===== config.mk =====
export PLATFORM = sky130hd
export DESIGN_NAME = gpu_rect_renderer
export DESIGN_NICKNAME = d
export VERILOG_FILES = /design/src/rtl/gpu_pkg.sv /design/src/rtl/raster_scan.sv /design/src/rtl/gpu_rect_renderer.sv
export SDC_FILE = /design/constraint.sdc
export NUM_CORES = 1
export LEC_CHECK = 0
export ABC_AREA = 1
export BUFFER_PORTS_ARGS = -buffer_cell sky130_fd_sc_hd__clkbuf_2
export CAP_MARGIN = 20
export CORE_MARGIN = 10
export CORE_UTILIZATION = 55
export DETAILED_ROUTE_END_ITERATION = 10
export PLACE_DENSITY = 0.77
export SETUP_SLACK_MARGIN = 0.4
export SYNTH_ARGS = -nofsm -noshare
export SYNTH_HDL_FRONTEND = slang
export SYNTH_SLANG_ARGS = --single-unit

===== constraint.sdc =====
create_clock -name gpu_clk_150 -period 1.8 [get_ports gpu_clk_150]
set_input_delay 0.09 -clock gpu_clk_150 [delete_from_list [all_inputs] [get_ports gpu_clk_150]]
set_output_delay 0.09 -clock gpu_clk_150 [all_outputs]
set_load 0.05 [all_outputs]

===== src/rtl/gpu_pkg.sv =====
// Shared types and constants for the rectangle renderer and its raster scanner.
package gpu_pkg;

  localparam int COORD_W = 10;
  localparam int PIX_W   = 4;

  typedef enum logic [2:0] {
    IDLE,
    CLEAR,
    FETCH,
    DRAW,
    DONE
  } state_t;

  typedef struct packed {
    logic [COORD_W-1:0] x0;
    logic [COORD_W-1:0] y0;
    logic [COORD_W-1:0] x1;
    logic [COORD_W-1:0] y1;
    logic [PIX_W-1:0]   color;
    logic               last;
  } rect_cmd_t;

  // Saturate an inclusive upper bound to the last visible coordinate.
  function automatic logic [COORD_W-1:0] clip_coord(
    input logic [COORD_W-1:0] v,
    input logic [COORD_W-1:0] max_v
  );
    return (v > max_v) ? max_v : v;
  endfunction

endpackage


===== src/rtl/raster_scan.sv =====
// Raster walker: holds the current pixel of an inclusive box and advances x
// then y one position per enabled cycle. The position registers double as the
// renderer's pixel coordinate outputs, so they hold whenever not stepping.
module raster_scan
  import gpu_pkg::*;
(
  input  logic               clk,
  input  logic               rst_n,
  input  logic               load,
  input  logic               step,
  input  logic [COORD_W-1:0] x_lo,
  input  logic [COORD_W-1:0] y_lo,
  input  logic [COORD_W-1:0] x_hi,
  input  logic [COORD_W-1:0] y_hi,
  output logic [COORD_W-1:0] x,
  output logic [COORD_W-1:0] y,
  output logic               last_pixel
);

  logic [COORD_W-1:0] x_reg;
  logic [COORD_W-1:0] y_reg;
  logic [COORD_W-1:0] x_lo_reg;
  logic [COORD_W-1:0] x_hi_reg;
  logic [COORD_W-1:0] y_hi_reg;

  // Load a new box (position starts at its top-left) or step in raster order.
  // The owner never steps on the last pixel, so no coordinate runs past the box.
  always_ff @(posedge clk or negedge rst_n) begin
    if (!rst_n) begin
      x_reg    <= '0;
      y_reg    <= '0;
      x_lo_reg <= '0;
      x_hi_reg <= '0;
      y_hi_reg <= '0;
    end else if (load) begin
      x_reg    <= x_lo;
      y_reg    <= y_lo;
      x_lo_reg <= x_lo;
      x_hi_reg <= x_hi;
      y_hi_reg <= y_hi;
    end else if (step) begin
      if (x_reg == x_hi_reg) begin
        x_reg <= x_lo_reg;
        if (y_reg != y_hi_reg) begin
          y_reg <= y_reg + COORD_W'(1);
        end
      end else begin
        x_reg <= x_reg + COORD_W'(1);
      end
    end
  end

  assign x          = x_reg;
  assign y          = y_reg;
  assign last_pixel = (x_reg == x_hi_reg) && (y_reg == y_hi_reg);

endmodule


===== src/rtl/gpu_rect_renderer.sv =====
// Frame renderer: on a gpu_start rising edge clears the back buffer, then
// rasterises a stream of clipped filled rectangles one pixel per clock and
// toggles gpu_done once the frame's last command has been drawn.
module gpu_rect_renderer
  import gpu_pkg::*;
#(
  parameter int               WIDTH       = 320,
  parameter int               HEIGHT      = 240,
  parameter logic [PIX_W-1:0] CLEAR_COLOR = 4'h0
) (
  input  logic               gpu_clk_150,
  input  logic               reset_n,
  input  logic               gpu_start,
  input  logic               cmd_valid,
  output logic               cmd_ready,
  input  logic [COORD_W-1:0] cmd_x0,
  input  logic [COORD_W-1:0] cmd_x1,
  input  logic [COORD_W-1:0] cmd_y0,
  input  logic [COORD_W-1:0] cmd_y1,
  input  logic [PIX_W-1:0]   cmd_color,
  input  logic               cmd_last,
  output logic [COORD_W-1:0] gpu_x,
  output logic [COORD_W-1:0] gpu_y,
  output logic [PIX_W-1:0]   gpu_data,
  output logic               gpu_we,
  output logic               gpu_done,
  output logic               busy
);

  localparam logic [COORD_W-1:0] X_MAX = COORD_W'(WIDTH - 1);
  localparam logic [COORD_W-1:0] Y_MAX = COORD_W'(HEIGHT - 1);

  state_t             state_reg;
  state_t             state_next;
  logic               start_q;
  logic               start_armed;
  logic               start_edge;
  logic               we_reg;
  logic               we_next;
  logic [PIX_W-1:0]   data_reg;
  logic [PIX_W-1:0]   data_next;
  logic               done_reg;
  logic               done_next;
  logic               last_reg;
  logic               last_next;
  rect_cmd_t          cmd_clip;
  logic               rect_empty;
  logic               scan_load;
  logic               scan_step;
  logic [COORD_W-1:0] load_x0;
  logic [COORD_W-1:0] load_y0;
  logic [COORD_W-1:0] load_x1;
  logic [COORD_W-1:0] load_y1;
  logic               scan_last;

  // Start edge detector; it only arms after gpu_start has been seen low, so a
  // request already high when reset releases cannot launch a frame.
  always_ff @(posedge gpu_clk_150 or negedge reset_n) begin
    if (!reset_n) begin
      start_q     <= 1'b0;
      start_armed <= 1'b0;
    end else begin
      start_q     <= gpu_start;
      start_armed <= start_armed | ~gpu_start;
    end
  end

  assign start_edge = gpu_start & ~start_q & start_armed;

  // Incoming command with its far corner clipped to the visible area.
  always_comb begin
    cmd_clip.x0    = cmd_x0;
    cmd_clip.y0    = cmd_y0;
    cmd_clip.x1    = clip_coord(cmd_x1, X_MAX);
    cmd_clip.y1    = clip_coord(cmd_y1, Y_MAX);
    cmd_clip.color = cmd_color;
    cmd_clip.last  = cmd_last;
    rect_empty     = (cmd_clip.x0 > cmd_clip.x1) || (cmd_clip.y0 > cmd_clip.y1);
  end

  // State register.
  always_ff @(posedge gpu_clk_150 or negedge reset_n) begin
    if (!reset_n) begin
      state_reg <= IDLE;
    end else begin
      state_reg <= state_next;
    end
  end

  // Registered pixel strobe, pixel value, buffer select and latched last flag.
  always_ff @(posedge gpu_clk_150 or negedge reset_n) begin
    if (!reset_n) begin
      we_reg   <= 1'b0;
      data_reg <= '0;
      done_reg <= 1'b0;
      last_reg <= 1'b0;
    end else begin
      we_reg   <= we_next;
      data_reg <= data_next;
      done_reg <= done_next;
      last_reg <= last_next;
    end
  end

  // Next-state and datapath control. The scanner position is the pixel on the
  // bus, so a write is launched by loading/stepping the scanner together with
  // raising the strobe; it is dropped on the cycle after the last pixel.
  always_comb begin
    state_next = state_reg;
    we_next    = 1'b0;
    data_next  = data_reg;
    done_next  = done_reg;
    last_next  = last_reg;
    scan_load  = 1'b0;
    scan_step  = 1'b0;
    load_x0    = '0;
    load_y0    = '0;
    load_x1    = X_MAX;
    load_y1    = Y_MAX;
    cmd_ready  = 1'b0;
    unique case (state_reg)
      IDLE: begin
        if (start_edge) begin
          state_next = CLEAR;
          scan_load  = 1'b1;
          we_next    = 1'b1;
          data_next  = CLEAR_COLOR;
        end
      end
      CLEAR: begin
        if (scan_last) begin
          state_next = FETCH;
        end else begin
          scan_step = 1'b1;
          we_next   = 1'b1;
        end
      end
      FETCH: begin
        cmd_ready = 1'b1;
        if (cmd_valid) begin
          if (rect_empty) begin
            state_next = cmd_clip.last ? DONE : FETCH;
          end else begin
            state_next = DRAW;
            scan_load  = 1'b1;
            load_x0    = cmd_clip.x0;
            load_y0    = cmd_clip.y0;
            load_x1    = cmd_clip.x1;
            load_y1    = cmd_clip.y1;
            we_next    = 1'b1;
            data_next  = cmd_clip.color;
            last_next  = cmd_clip.last;
          end
        end
      end
      DRAW: begin
        if (scan_last) begin
          state_next = last_reg ? DONE : FETCH;
        end else begin
          scan_step = 1'b1;
          we_next   = 1'b1;
        end
      end
      DONE: begin
        done_next  = ~done_reg;
        state_next = IDLE;
      end
      default: begin
        state_next = IDLE;
      end
    endcase
  end

  raster_scan u_scan (
    .clk        (gpu_clk_150),
    .rst_n      (reset_n),
    .load       (scan_load),
    .step       (scan_step),
    .x_lo       (load_x0),
    .y_lo       (load_y0),
    .x_hi       (load_x1),
    .y_hi       (load_y1),
    .x          (gpu_x),
    .y          (gpu_y),
    .last_pixel (scan_last)
  );

  assign gpu_we   = we_reg;
  assign gpu_data = data_reg;
  assign gpu_done = done_reg;
  assign busy     = (state_reg != IDLE);

endmodule

==> flow_results.xml, run 1 <==
<?xml version="1.0" encoding="UTF-8"?>
<metrics>
  <group name="clock_tree">
    <metric name="worstSkewPairLatency" unit="ps">360</metric>
    <metric name="cts_htree_levels" unit="">3</metric>
    <metric name="cts.clk_slew.worst_paths" unit="ps">70</metric>
    <metric name="clock_tree_sinks" unit="">62</metric>
    <metric name="cts_tree" unit="">yes</metric>
    <metric name="max-clock-path-buffers" unit="">2</metric>
    <metric name="cts_inserted_buffers" unit="">9</metric>
    <metric name="cts.root.buffer_cell" unit="">sky130_fd_sc_hd__clkbuf_8</metric>
  </group>
  <group name="final_layout">
    <metric name="antenna_cells" unit="">0</metric>
    <metric name="layout.nets" unit="">827</metric>
    <metric name="seqCellArea" unit="mm²">0.00155</metric>
    <metric name="multiInputGateArea" unit="mm²">0.00246</metric>
    <metric name="share_of_final_layout_standard_cells_stronger_than_drive_strength_1" unit="%">33.9</metric>
    <metric name="fin_area" unit="mm²">0.00606</metric>
    <metric name="syn2layout_area_growth" unit="%">46.4</metric>
    <metric name="fillCellCount" unit="">422</metric>
  </group>
  <group name="timing">
    <metric name="final_period_minus_worst_setup_slack" unit="ps">2160</metric>
    <metric name="final-max-slew-violation-count" unit="">0</metric>
    <metric name="timing_hold_violations_final" unit="">0</metric>
    <metric name="skew" unit="ps">19.0</metric>
    <metric name="grt_setup_unrepaired" unit="">yes</metric>
    <metric name="setup_ws" unit="ps">-363</metric>
    <metric name="fin_crit_sh" unit="%">120</metric>
    <metric name="fmaxAchievable" unit="GHz">0.462</metric>
    <metric name="final_setup_violation_count" unit="">59</metric>
  </group>
  <group name="synthesis">
    <metric name="async_flop_share" unit="%">100</metric>
    <metric name="syn_avg_cell_area" unit="µm²">7.13</metric>
    <metric name="syn_inst" unit="">580</metric>
    <metric name="yosys_register_bits" unit="">62</metric>
    <metric name="ys.flop_type" unit="">sky130_fd_sc_hd__dfrtp_1</metric>
    <metric name="number_of_synthesized_flops_with_an_enable_pin" unit="">0</metric>
    <metric name="netlist.top_cell.by_area" unit="">sky130_fd_sc_hd__dfrtp_1</metric>
    <metric name="ys_seq_area_share" unit="%">37.5</metric>
    <metric name="yosys-top-cells-area" unit="">sky130_fd_sc_hd__dfrtp_1, sky130_fd_sc_hd__nand2_1, sky130_fd_sc_hd__ha_1</metric>
    <metric name="synth_most_common_cell" unit="">sky130_fd_sc_hd__nand2_1</metric>
    <metric name="yosys_warnings" unit="">0</metric>
    <metric name="synthDistinctLibCells" unit="">36</metric>
    <metric name="synth.cell_area" unit="mm²">0.00414</metric>
    <metric name="post-synth-top-area-fraction" unit="%">37.5</metric>
    <metric name="synth.cells.most_frequent" unit="">sky130_fd_sc_hd__nand2_1, sky130_fd_sc_hd__inv_1, sky130_fd_sc_hd__dfrtp_1</metric>
  </group>
  <group name="detailed_routing">
    <metric name="detail_route.iter0.violations" unit="">385</metric>
    <metric name="ant_nets" unit="">0</metric>
    <metric name="drt-total-wl" unit="mm">15.1</metric>
    <metric name="number_of_vias_per_cell_after_detailed_routing" unit="">5.58</metric>
    <metric name="length_of_the_first_detailed_routing_pass_in_iterations" unit="">5</metric>
    <metric name="route.detailed.drc" unit="">0</metric>
    <metric name="detailroute.via_count" unit="">4800</metric>
    <metric name="post_drt_wl_per_cell" unit="µm">17.6</metric>
  </group>
  <group name="worst_setup_path">
    <metric name="crit_path_most_repeated_cell" unit="">sky130_fd_sc_hd__nand2_1</metric>
    <metric name="start_kind" unit="">primary input</metric>
    <metric name="crit_family" unit="">simple AND/OR/NAND/NOR gates</metric>
    <metric name="cp-end-kind" unit="">flop</metric>
    <metric name="crit_path_top_delay_cell" unit="">sky130_fd_sc_hd__ha_1</metric>
    <metric name="arrival" unit="ps">2400</metric>
    <metric name="path_class" unit="">in -&gt; reg</metric>
    <metric name="critical_path.cell_chain" unit="">clkbuf_2 -&gt; or2_4 -&gt; a21oi_4 -&gt; nand2_1 -&gt; ha_1 -&gt; nand2_1 -&gt; nor2_4 -&gt; nand3_1 -&gt; nand3_1 -&gt; nand2_2 -&gt; buf_4 -&gt; nand4_4 -&gt; inv_4 -&gt; buf_12 -&gt; buf_4 -&gt; nand2_1 -&gt; nand2_1</metric>
    <metric name="delay_contributed_by_the_slowest_stage_of_the_critical_path" unit="ps">330</metric>
    <metric name="cp.required" unit="ps">2040</metric>
    <metric name="critical_path.max_fanout" unit="">12</metric>
    <metric name="path_buf_inv" unit="">5</metric>
  </group>
  <group name="floorplan">
    <metric name="start_util" unit="%">56.7</metric>
    <metric name="die_y" unit="µm">107</metric>
    <metric name="die_width" unit="µm">107</metric>
    <metric name="floorplan.die_area" unit="mm²">0.0114</metric>
    <metric name="io_pins" unit="">77</metric>
    <metric name="row_count" unit="">31</metric>
    <metric name="core" unit="mm²">0.00729</metric>
  </group>
  <group name="power">
    <metric name="powerDensity" unit="mW/mm²">529</metric>
    <metric name="ir_worst_vdd" unit="µV">384</metric>
    <metric name="total_leakage_power" unit="nW">3.39</metric>
    <metric name="p_total" unit="mW">3.20</metric>
  </group>
  <group name="grt">
    <metric name="first_global_vias" unit="">5031</metric>
    <metric name="globalRouteOverflowTotal" unit="">0</metric>
    <metric name="largest_net_degree_at_the_start_of_global_routing" unit="">47</metric>
    <metric name="antenna_violations_before_repair" unit="">0</metric>
    <metric name="grt_pass1_wl" unit="mm">23.8</metric>
    <metric name="total_routing_resource_utilization_after_global_routing" unit="%">25.7</metric>
  </group>
  <group name="placement">
    <metric name="port_buffers" unit="">76</metric>
    <metric name="place.gp.congestion" unit="">0.896</metric>
    <metric name="hpwl" unit="mm">9.16</metric>
    <metric name="placedInstanceArea" unit="mm²">0.00520</metric>
  </group>
  <group name="flow_run">
    <metric name="drv.max_cap_violation_count" unit="">0</metric>
  </group>
  <group name="run_status">
    <metric name="status" unit="">finished, violations left</metric>
    <metric name="violations" unit="">setup timing</metric>
  </group>
  <group name="hold_path">
    <metric name="worst_hold_path_class" unit="">in -&gt; reg</metric>
  </group>
</metrics>
## layout by cell type (no fill, tap or decap), types with 5 or more instances in the layout
master	Yosys	layout
sky130_fd_sc_hd__clkbuf_2	0	74
sky130_fd_sc_hd__inv_1	65	64
sky130_fd_sc_hd__inv_2	8	7
sky130_fd_sc_hd__nand2_1	212	192
sky130_fd_sc_hd__nand3_1	51	48
sky130_fd_sc_hd__o21ai_0	16	9
sky130_fd_sc_hd__o21ai_1	0	6
sky130_fd_sc_hd__dfrtp_1	62	61
sky130_fd_sc_hd__buf_12	0	13
sky130_fd_sc_hd__nor2_1	52	41
sky130_fd_sc_hd__clkbuf_8	0	11
sky130_fd_sc_hd__dlygate4sd3_1	0	8
sky130_fd_sc_hd__a22oi_2	0	5
sky130_fd_sc_hd__nand2_2	2	20
sky130_fd_sc_hd__nand4_1	8	8
sky130_fd_sc_hd__xor2_1	19	19
sky130_fd_sc_hd__nor2_2	2	8
sky130_fd_sc_hd__nor2_4	0	5
sky130_fd_sc_hd__buf_4	4	68
sky130_fd_sc_hd__buf_6	3	9
sky130_fd_sc_hd__ha_1	22	19
sky130_fd_sc_hd__a21oi_1	12	8
## logic make-up after synthesis
group           Yosys count  synth area share [%]
simple gates            342                  35.8
buf+inv                  88                  9.10
fa+ha+maj                22                  6.65
xor+xnor                 22                  4.66
compound gates           43                  6.23
flops                    62                  37.5
other cells               1                0.0906
## repair_timing
action,4_1_cts,5_1_grt
setup buffers,17,7
gates cloned,4,0
setup endpoints to repair,61,61
pin swaps,15,2
hold buffers,8,0
resized for setup,68,5
endpoints found under the hold margin,23,0
## power breakdown
group | switching, mW | total (mW) | leakage (nW) | internal (mW)
logic | 0.282 | 0.480 | 2.57 | 0.198
clock network | 0.593 | 1.31 | 0.0996 | 0.715
registers | 0.0129 | 1.42 | 0.721 | 1.40
total | 0.888 | 3.20 | 3.39 | 2.32
## stage by stage
stage	setup slack (ps)	setup TNS [ps]	instances	util [%]	hold WS (ps)
floorplan	-246	-12170	582	-	-206
global placement	-590	-26870	808	71.4	52.8
detailed placement	-635	-30030	808	71.4	58.0
CTS	-154	-5550	853	82.2	0.159
global route	-473	-20200	860	83.1	10.5
finish	-363	-15580	860	83.1	22.0
## per-layer routing
layer  global-route usage (%)  vias to the layer above  part of all wire [%]
met5                        0                        -                     0
li1                         -                     2177                     -
met2                     45.1                      300                    49
met4                     16.5                        0                   5.5
met3                     6.77                       73                   8.8
met1                     26.7                     2250                    37
## tightest hold or removal path, cell delays in order
cell and delay, ps:
sky130_fd_sc_hd__clkbuf_2 100, sky130_fd_sc_hd__nand2_2 70, sky130_fd_sc_hd__o21ai_2 60
## cell type report
class                      instances  share of cell area (%)
clock buffer                      13                    2.62
clock inverter                     3                   0.702
tap                               99                    2.05
sequential                        62                    25.6
multi-input combinational        433                    40.7
timing repair buffer             176                    23.6
inverter                          74                    4.71
## final timing paths
check,from,endpoint,slack [ps],cells after the start
max,cmd_x1[6],last_reg,-360,17
min,cmd_x0[0],u_scan.x_lo_reg[0],20,3
max reg2reg,u_scan.y[6],state_reg[1],-110,12
min reg2reg,u_scan.x_lo_reg[8],u_scan.x_lo_reg[8],480,2
max in group asynchronous,reset_n,u_scan.x_lo_reg[5],940,3
min in group asynchronous,reset_n,u_scan.x_hi_reg[3],220,2
Note: power is estimated with default switching activity, not from simulation.
==> inputs of run 2 (changes only) <==
--- a/config.mk
+++ b/config.mk
@@ -11,6 +11,7 @@
 export CORE_MARGIN = 10
 export CORE_UTILIZATION = 55
 export DETAILED_ROUTE_END_ITERATION = 10
+export GPL_TIMING_DRIVEN = 0
 export PLACE_DENSITY = 0.77
 export SETUP_SLACK_MARGIN = 0.4
 export SYNTH_ARGS = -nofsm -noshare
==> constraint.sdc (replaced) <==
create_clock -name gpu_clk_150 -period 1.8 [get_ports gpu_clk_150]
set_input_delay 0.09 -clock gpu_clk_150 [delete_from_list [all_inputs] [get_ports gpu_clk_150]]
set_output_delay 0.09 -clock gpu_clk_150 [all_outputs]
set_load 0.02 [all_outputs]
==> run 2 against run 1 <==
- the run ends with hold timing, setup timing left
- sequential power hardly changed
- combinational power shrank 7.3%
- sequential cell count unchanged
- critical path depth is 2 higher
- power down 6.7%
- die area did not move
- clock power is 15% lower
- maximum frequency is 2.0% lower
- via count decreased by 3.4%
- cell count fell by 4.3%
- setup slack got worse by 43 ps
- critical path type unchanged
==> flow_results.xml, run 2 (same netlist as run 1, synthesis figures left out) <==
<?xml version="1.0" encoding="UTF-8"?>
<metrics>
  <group name="run_status">
    <metric name="status" unit="">finished, violations left</metric>
    <metric name="violations" unit="">hold timing, setup timing</metric>
  </group>
  <group name="floorplan">
    <metric name="die_width" unit="µm">107</metric>
    <metric name="core" unit="mm²">0.00729</metric>
    <metric name="start_util" unit="%">56.7</metric>
    <metric name="row_count" unit="">31</metric>
    <metric name="floorplan.die_area" unit="mm²">0.0114</metric>
    <metric name="die_y" unit="µm">107</metric>
    <metric name="io_pins" unit="">77</metric>
  </group>
  <group name="worst_setup_path">
    <metric name="setup_slack_of_the_worst_register_to_register_path" unit="ps">-220</metric>
    <metric name="crit_path_most_repeated_cell" unit="">sky130_fd_sc_hd__nand2_1</metric>
    <metric name="crit-reg2reg-capture" unit="">u_scan.x[7]</metric>
    <metric name="crit_start" unit="">cmd_x1[7]</metric>
    <metric name="rr_worst_depth" unit="">12</metric>
    <metric name="crit_cells" unit="">19</metric>
    <metric name="worst_r2r_startpoint" unit="">u_scan.x[3]</metric>
    <metric name="delay_contributed_by_the_slowest_stage_of_the_critical_path" unit="ps">270</metric>
    <metric name="crit_family" unit="">simple AND/OR/NAND/NOR gates</metric>
    <metric name="crit_path_top_delay_cell" unit="">sky130_fd_sc_hd__ha_1</metric>
    <metric name="cp.required" unit="ps">2050</metric>
    <metric name="path_buf_inv" unit="">4</metric>
    <metric name="path_class" unit="">in -&gt; reg</metric>
    <metric name="critical_path.max_fanout" unit="">6</metric>
    <metric name="arrival" unit="ps">2460</metric>
    <metric name="start_kind" unit="">primary input</metric>
    <metric name="critical_path.cell_chain" unit="">buf_6 -&gt; or2_4 -&gt; a21oi_4 -&gt; clkinv_4 -&gt; nor2_2 -&gt; ha_1 -&gt; nand2_1 -&gt; nand2_1 -&gt; nand3_1 -&gt; nand3_2 -&gt; nand2_4 -&gt; nand2_4 -&gt; nand2_4 -&gt; nand3_4 -&gt; buf_6 -&gt; nand2_1 -&gt; nand2_1 -&gt; nand2_1 -&gt; inv_1</metric>
    <metric name="cp-end-kind" unit="">flop</metric>
  </group>
  <group name="timing">
    <metric name="final_period_minus_worst_setup_slack" unit="ps">2210</metric>
    <metric name="fin_hold_ws" unit="ps">-15.7</metric>
    <metric name="final_setup_violation_count" unit="">59</metric>
    <metric name="setup_ws" unit="ps">-406</metric>
    <metric name="slew_headroom" unit="%">41.0</metric>
    <metric name="setup_total_negative_slack" unit="ps">-18300</metric>
    <metric name="grt_setup_unrepaired" unit="">yes</metric>
    <metric name="final-max-slew-violation-count" unit="">0</metric>
    <metric name="worst_pin_slew" unit="ps">885</metric>
    <metric name="timing_hold_violations_final" unit="">2</metric>
    <metric name="skew" unit="ps">13.2</metric>
    <metric name="fin_crit_sh" unit="%">123</metric>
    <metric name="fmaxAchievable" unit="GHz">0.453</metric>
  </group>
  <group name="grt">
    <metric name="largest_net_degree_at_the_start_of_global_routing" unit="">63</metric>
    <metric name="total_routing_resource_utilization_after_global_routing" unit="%">24.1</metric>
    <metric name="globalRouteOverflowTotal" unit="">0</metric>
    <metric name="grt_pass1_wl" unit="mm">22.2</metric>
    <metric name="first_global_vias" unit="">4716</metric>
    <metric name="antenna_violations_before_repair" unit="">0</metric>
  </group>
  <group name="final_layout">
    <metric name="layout.core_utilization" unit="%">78.8</metric>
    <metric name="layout_common_cells" unit="">sky130_fd_sc_hd__nand2_1, sky130_fd_sc_hd__clkbuf_2, sky130_fd_sc_hd__inv_1, sky130_fd_sc_hd__dfrtp_1, sky130_fd_sc_hd__nand3_1</metric>
    <metric name="antenna_cells" unit="">0</metric>
    <metric name="syn2layout_area_growth" unit="%">38.8</metric>
    <metric name="layout.nets" unit="">790</metric>
    <metric name="layout.cells.most_common" unit="">sky130_fd_sc_hd__nand2_1</metric>
    <metric name="share_of_final_layout_standard_cells_stronger_than_drive_strength_1" unit="%">33.6</metric>
  </group>
  <group name="power">
    <metric name="power.share.clock" unit="%">37.5</metric>
    <metric name="total_leakage_power" unit="nW">3.19</metric>
    <metric name="powerDensity" unit="mW/mm²">521</metric>
    <metric name="power.internal" unit="mW">2.13</metric>
    <metric name="combinationalPowerShare" unit="%">14.9</metric>
    <metric name="power.share.switching" unit="%">28.9</metric>
    <metric name="ir_worst_vdd" unit="µV">355</metric>
    <metric name="power_frac_seq" unit="%">47.6</metric>
    <metric name="switching_power" unit="mW">0.863</metric>
  </group>
  <group name="clock_tree">
    <metric name="clock_tree_sinks" unit="">62</metric>
    <metric name="cts_inserted_buffers" unit="">9</metric>
    <metric name="max-clock-path-buffers" unit="">2</metric>
    <metric name="cts.clk_slew.worst_paths" unit="ps">70</metric>
    <metric name="worstSkewPairLatency" unit="ps">360</metric>
    <metric name="cts_tree" unit="">yes</metric>
    <metric name="cts.root.buffer_cell" unit="">sky130_fd_sc_hd__clkbuf_8</metric>
    <metric name="cts_htree_levels" unit="">3</metric>
  </group>
  <group name="placement">
    <metric name="hpwl" unit="mm">8.97</metric>
    <metric name="place.gp.congestion" unit="">0.919</metric>
    <metric name="port_buffers" unit="">76</metric>
  </group>
  <group name="hold_path">
    <metric name="min-delay-start" unit="">cmd_x0[6]</metric>
    <metric name="min_path_cells" unit="">3</metric>
    <metric name="timing.hold.worst_endpoint" unit="">u_scan.x_lo_reg[6]</metric>
    <metric name="worst_hold_path_class" unit="">in -&gt; reg</metric>
  </group>
  <group name="detailed_routing">
    <metric name="total_length_of_routed_met3_wires" unit="mm">1.18</metric>
    <metric name="drt-met1-wl" unit="mm">5.35</metric>
    <metric name="top_signal_layer_used" unit="">met4</metric>
    <metric name="detail_route.iter0.violations" unit="">396</metric>
    <metric name="number_of_vias_per_cell_after_detailed_routing" unit="">5.63</metric>
    <metric name="route.detailed.drc" unit="">0</metric>
    <metric name="met2RoutedLength" unit="mm">7.14</metric>
    <metric name="drt-total-wl" unit="mm">14.5</metric>
    <metric name="ant_nets" unit="">0</metric>
    <metric name="length_of_the_first_detailed_routing_pass_in_iterations" unit="">5</metric>
    <metric name="detailroute.via_count" unit="">4635</metric>
    <metric name="post_drt_wl_per_cell" unit="µm">17.6</metric>
  </group>
  <group name="flow_run">
    <metric name="drv.max_cap_violation_count" unit="">0</metric>
  </group>
</metrics>
-- run 2: per-stage QoR --
stage               total power [mW]  worst slack (ps)  std cells  hold WS (ps)  area [µm²]
global placement                1.75              -661        757           214        4720
finish                          2.99              -406        823         -15.7        5740
global route                    3.10              -489        823         -2.73        5740
detailed placement              1.76              -723        757           218        4720
floorplan                       1.61              -243        582          -206        4210
CTS                             2.91              -176        814          3.33        5500
-- run 2: routing by layer --
layer	global-route usage, %	up-vias
li1	-	2105
met1	25.7	2187
met2	41.2	271
met3	6.11	72
met4	16.5	0
met5	0	-
-- run 2: cell type report --
class	count	area, µm²
fill	506	1550
tap	99	124
inverter	74	290
sequential	62	1550
buffer	14	149
timing repair buffer	125	872
clock inverter	4	22.5
multi-input combinational	433	2590
clock buffer	12	145
-- run 2: worst max path at each step --
stage	to	slack, ps
6_report	u_scan.x[7]	-410
4_1_cts	u_scan.x[0]	-180
5_1_grt	u_scan.x[2]	-490
3_5_place_dp	u_scan.y_hi_reg[6]	-720
3_3_place_gp	u_scan.x[6]	-660
2_1_floorplan	u_scan.x[8]	-240
-- run 2: power by group through the flow --
stage / sequential, mW / combinational (mW) / clock, mW
floorplan: 1.46 / 0.155 / 0
global placement: 1.45 / 0.300 / 0
detailed placement: 1.45 / 0.313 / 0
CTS: 1.42 / 0.392 / 1.10
global route: 1.42 / 0.488 / 1.19
finish: 1.42 / 0.445 / 1.12
-- run 2: repair_timing --
| action | 4_1_cts | 5_1_grt |
|---|---|---|
| setup endpoints to repair | 60 | 61 |
| gates resized for setup | 66 | 48 |
| setup buffers | 29 | 8 |
| hold buffers | 8 | 0 |
| pin swaps | 17 | 17 |
| endpoints found under the hold margin | 69 | 0 |
| gates cloned | 4 | 1 |
-- run 2: worst register-to-register path: stages, from the launching register on --
cell	delay, ps
sky130_fd_sc_hd__dfrtp_1	480
sky130_fd_sc_hd__inv_2	90
sky130_fd_sc_hd__nand2_1	80
sky130_fd_sc_hd__nand2_1	60
sky130_fd_sc_hd__nor2_1	160
sky130_fd_sc_hd__nand3_2	210
sky130_fd_sc_hd__nor2_8	210
sky130_fd_sc_hd__nand2_4	90
sky130_fd_sc_hd__nand2_4	110
sky130_fd_sc_hd__buf_6	170
sky130_fd_sc_hd__nand3_1	120
sky130_fd_sc_hd__nand2_1	90
sky130_fd_sc_hd__inv_1	40
==> inputs of run 3 (changes only) <==
--- a/config.mk
+++ b/config.mk
@@ -9,10 +9,10 @@
 export BUFFER_PORTS_ARGS = -buffer_cell sky130_fd_sc_hd__clkbuf_2
 export CAP_MARGIN = 20
 export CORE_MARGIN = 10
-export CORE_UTILIZATION = 55
+export CORE_UTILIZATION = 56
 export DETAILED_ROUTE_END_ITERATION = 10
 export GPL_TIMING_DRIVEN = 0
-export PLACE_DENSITY = 0.77
+export PLACE_DENSITY = 0.78
 export SETUP_SLACK_MARGIN = 0.4
 export SYNTH_ARGS = -nofsm -noshare
 export SYNTH_HDL_FRONTEND = slang
==> run 3 against run 2 <==
- the run still ends with hold timing, setup timing left
- cell area shrank 2.8%
- sequential power is essentially flat
- sequential share of layout area grew 0.78 points
- via count shrank 5.0%
- clock-buffer cell count shrank 2
- setup slack gained 71 ps
- global-route usage shrank 0.87 points
- clock power grew 7%
- clock skew shrank 2.3 ps
- first-iteration DRC count shrank 44%
- register-to-register slack gained 100 ps
- critical endpoint is now u_scan.y[7]
==> flow_results.xml, run 3 (same netlist as run 1, synthesis figures left out) <==
<?xml version="1.0" encoding="UTF-8"?>
<metrics>
  <group name="worst_setup_path">
    <metric name="arrival" unit="ps">2420</metric>
    <metric name="crit_family" unit="">simple AND/OR/NAND/NOR gates</metric>
    <metric name="path_buf_inv" unit="">6</metric>
    <metric name="setup_slack_of_the_worst_register_to_register_path" unit="ps">-120</metric>
    <metric name="delay_contributed_by_the_slowest_stage_of_the_critical_path" unit="ps">250</metric>
    <metric name="path_class" unit="">in -&gt; reg</metric>
    <metric name="critical_path.max_fanout" unit="">6</metric>
    <metric name="start_kind" unit="">primary input</metric>
    <metric name="cp-end-kind" unit="">flop</metric>
    <metric name="critical_path.cell_chain" unit="">buf_6 -&gt; or2_4 -&gt; a21oi_4 -&gt; clkinv_4 -&gt; nor2_4 -&gt; ha_4 -&gt; nand2_4 -&gt; inv_2 -&gt; nand2_2 -&gt; nand2_2 -&gt; nand2_2 -&gt; nand3_2 -&gt; nand2_4 -&gt; nand2_4 -&gt; buf_4 -&gt; buf_6 -&gt; inv_1 -&gt; nand4_1 -&gt; nand2_1 -&gt; nand2_1 -&gt; nand2_1</metric>
    <metric name="cp.required" unit="ps">2080</metric>
    <metric name="crit_path_top_delay_cell" unit="">sky130_fd_sc_hd__or2_4</metric>
  </group>
  <group name="final_layout">
    <metric name="syn2layout_area_growth" unit="%">34.9</metric>
    <metric name="antenna_cells" unit="">0</metric>
    <metric name="layout.cells.most_common" unit="">sky130_fd_sc_hd__nand2_1</metric>
    <metric name="post_layout_nonfiller_instances" unit="">805</metric>
    <metric name="share_of_final_layout_standard_cells_stronger_than_drive_strength_1" unit="%">30.0</metric>
    <metric name="layout_common_cells" unit="">sky130_fd_sc_hd__nand2_1, sky130_fd_sc_hd__clkbuf_2, sky130_fd_sc_hd__inv_1, sky130_fd_sc_hd__dfrtp_1, sky130_fd_sc_hd__nand3_1</metric>
    <metric name="fillCellCount" unit="">530</metric>
    <metric name="layout.nets" unit="">774</metric>
    <metric name="layout.core_utilization" unit="%">77.4</metric>
  </group>
  <group name="timing">
    <metric name="final-max-slew-violation-count" unit="">0</metric>
    <metric name="fmaxAchievable" unit="GHz">0.468</metric>
    <metric name="skew" unit="ps">10.9</metric>
    <metric name="final_period_minus_worst_setup_slack" unit="ps">2140</metric>
    <metric name="final_setup_violation_count" unit="">59</metric>
    <metric name="setup_ws" unit="ps">-335</metric>
    <metric name="fin_hold_ws" unit="ps">-4.40</metric>
    <metric name="fin_crit_sh" unit="%">119</metric>
    <metric name="grt_setup_unrepaired" unit="">yes</metric>
    <metric name="slew_headroom" unit="%">41.2</metric>
    <metric name="timing_hold_violations_final" unit="">1</metric>
    <metric name="worst_pin_slew" unit="ps">883</metric>
  </group>
  <group name="hold_path">
    <metric name="worst_hold_path_class" unit="">in -&gt; reg</metric>
  </group>
  <group name="detailed_routing">
    <metric name="route.detailed.drc" unit="">0</metric>
    <metric name="length_of_the_first_detailed_routing_pass_in_iterations" unit="">5</metric>
    <metric name="detailroute.via_count" unit="">4403</metric>
    <metric name="detail_route.iter0.violations" unit="">220</metric>
    <metric name="number_of_vias_per_cell_after_detailed_routing" unit="">5.47</metric>
    <metric name="ant_nets" unit="">0</metric>
    <metric name="post_drt_wl_per_cell" unit="µm">16.5</metric>
    <metric name="drt-total-wl" unit="mm">13.3</metric>
  </group>
  <group name="placement">
    <metric name="port_buffers" unit="">76</metric>
    <metric name="place.gp.congestion" unit="">0.934</metric>
    <metric name="place_worst_setup_slack" unit="ps">-742</metric>
    <metric name="hpwl" unit="mm">8.86</metric>
    <metric name="dpl.cell_count" unit="">757</metric>
  </group>
  <group name="clock_tree">
    <metric name="cts_inserted_buffers" unit="">9</metric>
    <metric name="cts_htree_levels" unit="">3</metric>
    <metric name="max-clock-path-buffers" unit="">2</metric>
    <metric name="clock_tree_sinks" unit="">62</metric>
    <metric name="cts_tree" unit="">yes</metric>
    <metric name="cts.root.buffer_cell" unit="">sky130_fd_sc_hd__clkbuf_8</metric>
    <metric name="worstSkewPairLatency" unit="ps">350</metric>
    <metric name="cts.clk_slew.worst_paths" unit="ps">80</metric>
  </group>
  <group name="grt">
    <metric name="antenna_violations_before_repair" unit="">0</metric>
    <metric name="largest_net_degree_at_the_start_of_global_routing" unit="">63</metric>
    <metric name="globalRouteOverflowTotal" unit="">0</metric>
    <metric name="total_routing_resource_utilization_after_global_routing" unit="%">23.2</metric>
    <metric name="first_global_vias" unit="">4512</metric>
    <metric name="grt_pass1_wl" unit="mm">21.5</metric>
  </group>
  <group name="floorplan">
    <metric name="die_width" unit="µm">106</metric>
    <metric name="floorplan.die_area" unit="mm²">0.0112</metric>
    <metric name="die_y" unit="µm">106</metric>
    <metric name="row_count" unit="">31</metric>
    <metric name="core" unit="mm²">0.00721</metric>
    <metric name="io_pins" unit="">77</metric>
    <metric name="start_util" unit="%">57.4</metric>
  </group>
  <group name="run_status">
    <metric name="violations" unit="">hold timing, setup timing</metric>
    <metric name="status" unit="">finished, violations left</metric>
  </group>
  <group name="flow_run">
    <metric name="drv.max_cap_violation_count" unit="">0</metric>
  </group>
  <group name="power">
    <metric name="powerDensity" unit="mW/mm²">539</metric>
    <metric name="total_leakage_power" unit="nW">3.09</metric>
    <metric name="ir_worst_vdd" unit="µV">324</metric>
  </group>
</metrics>
[run 3: cell type report]
| cell class | instances | area, µm² | share of cell area (%) |
|---|---|---|---|
| Timing Repair Buffer | 109 | 792 | 14.2 |
| Clock buffer | 10 | 128 | 2.29 |
| Tap cell | 99 | 124 | 2.22 |
| Sequential cell | 62 | 1550 | 27.8 |
| Buffer | 14 | 144 | 2.58 |
| Inverter | 74 | 290 | 5.20 |
| Multi-Input combinational cell | 433 | 2500 | 44.8 |
| Clock inverter | 4 | 50.0 | 0.897 |
[run 3: timing repair]
action / in CTS / in global routing
pin swaps: 13 / 16
hold buffers: 7 / 0
cloned: 5 / 0
buffers inserted: 17 / 5
endpoints found under the hold margin: 69 / 0
setup endpoints to repair: 60 / 61
resized for setup: 62 / 38
[run 3: path summary, 6_finish.rpt]
path | endpoint | depth (start not counted) | startpoint
max in group asynchronous | u_scan.x[5] | 2 | reset_n
setup reg to reg | u_scan.x[3] | 12 | u_scan.x[6]
setup / recovery | u_scan.y[7] | 21 | cmd_x1[7]
hold reg to reg | start_armed | 1 | start_armed
hold / removal | u_scan.x_lo_reg[7] | 3 | cmd_x0[7]
min in group asynchronous | u_scan.x_hi_reg[5] | 2 | reset_n
[run 3: where the power goes]
group	switching (mW)	internal, mW
clock network	0.574	0.622
logic	0.228	0.163
registers	0.0191	1.40
total	0.821	2.19
[run 3: worst register-to-register path, delay by kind of cell (launching register included)]
| kind | cells | cell delay [ps] |
|---|---|---|
| compound gates | 1 | 100 |
| xor+xnor | 1 | 180 |
| buf+inv | 2 | 170 |
| flops | 1 | 480 |
| simple gates | 8 | 890 |
[run 3: per-stage QoR]
| step | power (mW) | setup TNS [ps] | hold slack, ps | instance area, µm² |
|---|---|---|---|---|
| after floorplan | 1.61 | -11600 | -206 | 4210 |
| after global placement | 1.75 | -34790 | 214 | 4720 |
| after detailed placement | 1.76 | -37340 | 216 | 4720 |
| after CTS | 2.98 | -6450 | -8.35 | 5430 |
| after global routing | 3.11 | -20730 | 12.7 | 5580 |
| final | 3.01 | -14990 | -4.40 | 5580 |
[run 3: routing by layer]
| metal | GRT usage (%) | routed length, µm | share of wire (%) |
|---|---|---|---|
| met1 | 25.4 | 5050 | 38 |
| met2 | 41.3 | 6620 | 50 |
| met3 | 5.56 | 984 | 7.4 |
| met4 | 11.4 | 595 | 4.5 |
| met5 | 0 | 0 | 0 |
